[src/rtl/udp_pkg.sv]
// Shared types and widths for the UDP parser front-end arbiter.
// Latency: n/a (declarations only).
// Backpressure: n/a.
package udp_pkg;

  localparam int DATA_W = 256;
  localparam int RES_W  = 32;

  typedef enum logic [1:0] {
    IDLE     = 2'd0,
    XFER     = 2'd1,
    WAIT_RES = 2'd2
  } state_e;

endpackage

[src/rtl/rr_arbiter.sv]
// Round-robin pick: first requester at or after ptr, wrapping modulo N.
// Latency: purely combinational.
// Backpressure: none; the caller decides when the pick is consumed.
module rr_arbiter #(
  parameter int N     = 4,
  parameter int IDX_W = (N > 1) ? $clog2(N) : 1
) (
  input  logic [N-1:0]     req,
  input  logic [IDX_W-1:0] ptr,
  output logic [N-1:0]     gnt,
  output logic [IDX_W-1:0] idx
);

  logic [IDX_W-1:0] cand;
  logic             found;

  // Walk the requesters starting at ptr; the first hit wins.
  always_comb begin
    gnt   = '0;
    idx   = '0;
    cand  = '0;
    found = 1'b0;
    for (int i = 0; i < N; i++) begin
      cand = IDX_W'((int'(ptr) + i) % N);
      if (!found && req[cand]) begin
        found     = 1'b1;
        gnt[cand] = 1'b1;
        idx       = cand;
      end
    end
  end

endmodule

[src/rtl/udp_parser_arbiter.sv]
// Shares one packet parser between N_REQ sources, one whole packet and its result at a time.
// Latency: one arbitration cycle in IDLE, then beats and the result pass through combinationally.
// Backpressure: parser ready goes straight to the owning source; result ready comes straight from the owner.
module udp_parser_arbiter
  import udp_pkg::*;
#(
  parameter int N_REQ       = 4,
  parameter int BEATS       = 64,
  parameter int RES_TIMEOUT = 256
) (
  input  logic                    clock,
  input  logic                    reset,
  input  logic [N_REQ*DATA_W-1:0] req_data_i,
  input  logic [N_REQ-1:0]        req_valid_i,
  output logic [N_REQ-1:0]        req_ready_o,
  output logic [DATA_W-1:0]       p_data_o,
  output logic                    p_valid_o,
  input  logic                    p_ready_i,
  input  logic [RES_W-1:0]        p_res_i,
  input  logic                    p_res_valid_i,
  output logic                    p_res_ready_o,
  output logic [RES_W-1:0]        res_data_o,
  output logic [N_REQ-1:0]        res_valid_o,
  input  logic [N_REQ-1:0]        res_ready_i,
  output logic [N_REQ-1:0]        grant_o,
  output logic                    timeout_o
);

  localparam int IDX_W  = (N_REQ > 1) ? $clog2(N_REQ) : 1;
  localparam int BEAT_W = (BEATS > 1) ? $clog2(BEATS) : 1;
  localparam int TMO_W  = (RES_TIMEOUT > 1) ? $clog2(RES_TIMEOUT) : 1;
  localparam bit TMO_EN = (RES_TIMEOUT > 0);
  localparam logic [BEAT_W-1:0] BEAT_LAST = BEAT_W'(BEATS - 1);
  localparam logic [TMO_W-1:0]  TMO_LAST  = TMO_W'((RES_TIMEOUT > 0) ? RES_TIMEOUT - 1 : 0);
  localparam logic [IDX_W-1:0]  IDX_LAST  = IDX_W'(N_REQ - 1);

  state_e            state_q, state_d;
  logic [IDX_W-1:0]  owner_q, owner_d;
  logic [IDX_W-1:0]  rr_ptr_q, rr_ptr_d;
  logic [BEAT_W-1:0] beat_cnt_q, beat_cnt_d;
  logic [TMO_W-1:0]  tmo_cnt_q, tmo_cnt_d;

  logic [N_REQ-1:0]  arb_gnt;
  logic [IDX_W-1:0]  arb_idx;
  logic [N_REQ-1:0]  owner_oh;
  logic [IDX_W-1:0]  next_ptr;
  logic              beat_hs;
  logic              res_hs;

  rr_arbiter #(
    .N     (N_REQ),
    .IDX_W (IDX_W)
  ) u_rr (
    .req (req_valid_i),
    .ptr (rr_ptr_q),
    .gnt (arb_gnt),
    .idx (arb_idx)
  );

  // Owner decode, and where the next search starts once this owner retires.
  always_comb begin
    owner_oh          = '0;
    owner_oh[owner_q] = 1'b1;
    next_ptr          = (owner_q == IDX_LAST) ? '0 : owner_q + 1'b1;
  end

  // Next state plus all outputs; every output is gated by state so reset drives them to zero.
  always_comb begin
    state_d       = state_q;
    owner_d       = owner_q;
    rr_ptr_d      = rr_ptr_q;
    beat_cnt_d    = beat_cnt_q;
    tmo_cnt_d     = tmo_cnt_q;
    p_data_o      = '0;
    p_valid_o     = 1'b0;
    req_ready_o   = '0;
    p_res_ready_o = 1'b0;
    res_data_o    = '0;
    res_valid_o   = '0;
    grant_o       = '0;
    timeout_o     = 1'b0;
    beat_hs       = 1'b0;
    res_hs        = 1'b0;

    case (state_q)
      IDLE: begin
        // Register the winner only; no beat moves in this cycle.
        if (|arb_gnt) begin
          owner_d    = arb_idx;
          beat_cnt_d = '0;
          state_d    = XFER;
        end
      end

      XFER: begin
        grant_o     = owner_oh;
        p_data_o    = req_data_i[int'(owner_q)*DATA_W +: DATA_W];
        p_valid_o   = req_valid_i[owner_q];
        req_ready_o = p_ready_i ? owner_oh : '0;
        beat_hs     = req_valid_i[owner_q] & p_ready_i;
        if (beat_hs) begin
          if (beat_cnt_q == BEAT_LAST) begin
            beat_cnt_d = '0;
            tmo_cnt_d  = '0;
            state_d    = WAIT_RES;
          end else begin
            beat_cnt_d = beat_cnt_q + 1'b1;
          end
        end
      end

      WAIT_RES: begin
        grant_o       = owner_oh;
        res_data_o    = p_res_i;
        res_valid_o   = p_res_valid_i ? owner_oh : '0;
        p_res_ready_o = res_ready_i[owner_q];
        res_hs        = p_res_valid_i & res_ready_i[owner_q];
        // A handshake in the last allowed cycle still counts as a normal result.
        if (res_hs) begin
          state_d  = IDLE;
          rr_ptr_d = next_ptr;
        end else if (TMO_EN && (tmo_cnt_q == TMO_LAST)) begin
          timeout_o = 1'b1;
          state_d   = IDLE;
          rr_ptr_d  = next_ptr;
        end else begin
          tmo_cnt_d = tmo_cnt_q + 1'b1;
        end
      end

      default: state_d = IDLE;
    endcase
  end

  // State registers; reset abandons any packet in flight and restarts the search at source 0.
  always_ff @(posedge clock or negedge reset) begin
    if (!reset) begin
      state_q    <= IDLE;
      owner_q    <= '0;
      rr_ptr_q   <= '0;
      beat_cnt_q <= '0;
      tmo_cnt_q  <= '0;
    end else begin
      state_q    <= state_d;
      owner_q    <= owner_d;
      rr_ptr_q   <= rr_ptr_d;
      beat_cnt_q <= beat_cnt_d;
      tmo_cnt_q  <= tmo_cnt_d;
    end
  end

endmodule
[config.mk]
export PLATFORM = sky130hd
export DESIGN_NAME = udp_parser_arbiter
export DESIGN_NICKNAME = d
export VERILOG_FILES = /design/src/rtl/udp_pkg.sv /design/src/rtl/rr_arbiter.sv /design/src/rtl/udp_parser_arbiter.sv
export SDC_FILE = /design/constraint.sdc
export NUM_CORES = 1
export LEC_CHECK = 0
export ABC_AREA = 1
export CAP_MARGIN = 25
export CELL_PAD_IN_SITES_DETAIL_PLACEMENT = 2
export CELL_PAD_IN_SITES_GLOBAL_PLACEMENT = 2
export CORE_AREA = 2 2 532 534
export DETAILED_ROUTE_END_ITERATION = 7
export DIE_AREA = 0 0 534 536
export PLACE_DENSITY_LB_ADDON = 0.1
export SYNTH_ARGS = -nofsm -noshare
export SYNTH_HDL_FRONTEND = slang
export SYNTH_HIERARCHICAL = 1
export SYNTH_SLANG_ARGS = --single-unit
[constraint.sdc]
create_clock -name clock -period 5.1 [get_ports clock]
set_clock_uncertainty 0.1 [all_clocks]
set_input_delay 1.02 -clock clock [delete_from_list [all_inputs] [get_ports clock]]
set_output_delay 1.02 -clock clock [all_outputs]
set_load 0.05 [all_outputs]
==> results.md, run 1 <==
- Max Buffers Root-to-Sink: 2
- I/O pin count: 1371
- Mapped Area: 10800 um2
- Residual DRC count: 0
- RSZ-0062 raised after global routing: no
- Predominant post-synthesis flop cell: dfrtp_1
- Nets: 4714
- H-tree levels: 1
- Seq/Total Area, Yosys: 4.62%
- Peak VDD IR: 0.208 mV
- Synth Warn #: 6
- CTS Hold Bufs: 0
- FF+latch count, synth: 20
- Post-synth top cells: 1046 x nor2_1, 513 x o21ai_0, 266 x a21oi_1
- CORE AREA: 281000 um2
- Fill cell count: 33600
- CTS Root Cell: clkbuf_16
- Cells after DPL: 7369
- Top cells by area, synth: nor2_1 36%, o21ai_0 24%, a21oi_1 12%
- EDFF count, synth: 0
- Cells after Synth: 2335
- Max-slew violation count: 0
- Setup violations, final: 0
- Total length of routed wires: 195 mm
- Die area: 286000 um2
- CTS Buf Count: 3
- GR Util All Layers: 13.0%
- Max-slew headroom: 34.4%
- Unique masters post-synth: 31
- Final hold viol count: 0
- Fin Setup TNS: 0 ps
- Max Cap Viol: 0
- Tcrit/Tclk final: 87.3%
- Antenna Nets Post-Route: 0
- Input/output buffers: 1370
- Clk_lat worst skew: 270 ps
- Data required, critical path: 3980 ps
- Cts repair resizes: 0
- Pwr Density: 556 nW/um2
- Crit. End Element: output pin
- Crit path time final: 4450 ps
- Layout cells sized above 1: 6.03%
- Status: finished clean
- Setup bufs post-CTS: 0
- P&R area growth vs syn: 173%
- Detailed placer's ending HPWL: 170 mm
- Least-Margin Pin Slew: 974 ps
- Power Total: 16400 uW
- Die Y: 536 um
- Die X: 534 um
- Syn_nets: 3418
- Asr flop ratio synth: 100%
- CTS tree: built
- # clock sinks: 20
- DR pass1 iterations: 4
- Synth top area share: 36.2%
- CTS clk-pin slew, worst paths: 70 ps
- Overflow after GRT: 0
- CP Launch Type: flip-flop
- Most frequent cell after synthesis: nor2_1
- Fmax: 225 MHz
- Vias: 21800
- Post-synthesis average cell area: 4.64 um2
- Yosys top cell by area: nor2_1
- Routability cong.: 0.786
- Largest net degree at the start of global routing: 74
- First-pass GRT wire length: 248 mm
- Post-route insts no fill: 7408
- Initial antenna violation count: 187
- Vias in the first global route: 23900
- Vias per cell: 2.94
- Worst setup path category: flip-flop to output pin
- Worst path arrival time: 3330 ps
- Initial Utilization: 3.86%
- Wire length per cell: 26.3 um
- Hold WC Path Type: flip-flop to flip-flop
- Max FO, Critical Path: 71
- Placement Rows: 195
- Pleak: 0.0102 uW
- Starting DRT DRC Count: 693
[metrics by stage]
stage | utilization, % | hold slack (ps) | setup slack (ps) | cell area (um2)
detailed placement | 10.5 | 400 | 468 | 29400
global placement | 10.4 | 386 | 472 | 29300
CTS | 10.5 | 418 | 453 | 29500
finish | 10.5 | 414 | 649 | 29600
floorplan | - | 364 | 1930 | 10800
global route | 10.5 | 455 | 434 | 29500
[cell type report]
class / count / area [um2] / area share [%]
antenna: 35 / 87.6 / 0.296
clock buffer: 4 / 88.8 / 0.301
inverter: 66 / 270 / 0.914
multi-input combinational: 2044 / 9040 / 30.6
sequential: 20 / 508 / 1.72
tap: 3743 / 4680 / 15.8
timing repair buffer: 1496 / 14900 / 50.3
[registers in the layout (all words and copies together) (netlist names)]
| register | flops |
|---|---|
| rr_ptr_q | 2 |
| tmo_cnt_q | 8 |
| beat_cnt_q | 6 |
| owner_q | 2 |
| state_q | 2 |
[report_power, final]
group          internal, uW  switching [uW]  total [uW]
Sequential              196             104         301
Combinational          4830           11100       15900
Clock                   120            78.6         199
[worst max-delay path, stage by stage (launching register included)]
cell and delay, ps:
dfrtp_4 590, inv_8 250, buf_12 330, nor2_1 380
o21ai_0 160, a21oi_1 280, clkdlybuf4s50_1 870
[cell usage in the layout (no fill, tap or decap), drive strengths merged]
cell type      count
nand3             40
and3               1
xor2               4
xnor2              2
o21ai            513
clkdlybuf4s50   1317
nor3b              1
a21boi             4
nor2            1050
dfrtp             20
nand2            130
o21bai             2
inv               66
nand4             10
diode             35
nor3               2
clkbuf             4
nand3b             3
buf              179
ha                15
a21oi            267
[cell families after synthesis]
| kind of cell | synth area share (%) |
|---|---|
| AOI/OAI and AO/OA | 36.5 |
| xor gates and xnor gates | 0.485 |
| adders and majority gates | 1.73 |
| buffers and inverters | 12.0 |
| DFF | 4.62 |
| and+or+nand+nor | 44.7 |
[per-layer routing]
layer	wire (um)	share of wire (%)	track usage, %	up-vias
li1	-	-	-	10200
met1	79000	40	15.0	10100
met2	93500	48	22.2	1016
met3	19500	10	5.72	264
met4	2260	1.2	2.08	142
met5	899	0.46	0	-
[worst paths after layout]
kind                                     startpoint                         to  slack (ps)  cells past startpoint
hold / removal             tmo_cnt_q[7]$_DFFE_PN0P_   tmo_cnt_q[7]$_DFFE_PN0P_         410                      2
hold reg to reg            tmo_cnt_q[7]$_DFFE_PN0P_   tmo_cnt_q[7]$_DFFE_PN0P_         410                      2
min in group asynchronous                     reset     state_q[1]$_DFFE_PN0P_        1040                      2
setup / recovery             owner_q[1]$_DFFE_PN0P_               p_data_o[86]         650                      6
max in group asynchronous                     reset     owner_q[1]$_DFFE_PN0P_        3570                      2
setup reg to reg            rr_ptr_q[0]$_DFFE_PN0P_  beat_cnt_q[3]$_DFFE_PN0P_        1920                     15
Power figures use the tool's default switching activity.
==> inputs of run 2 (changes only) <==
--- a/config.mk
+++ b/config.mk
@@ -13,6 +13,7 @@
 export DETAILED_ROUTE_END_ITERATION = 7
 export DIE_AREA = 0 0 534 536
 export PLACE_DENSITY_LB_ADDON = 0.1
+export SETUP_SLACK_MARGIN = 0.05
 export SYNTH_ARGS = -nofsm -noshare
 export SYNTH_HDL_FRONTEND = slang
 export SYNTH_HIERARCHICAL = 1
==> results of run 2 <==
No change in the layout: final DEF, timing and power equal those of run 1.
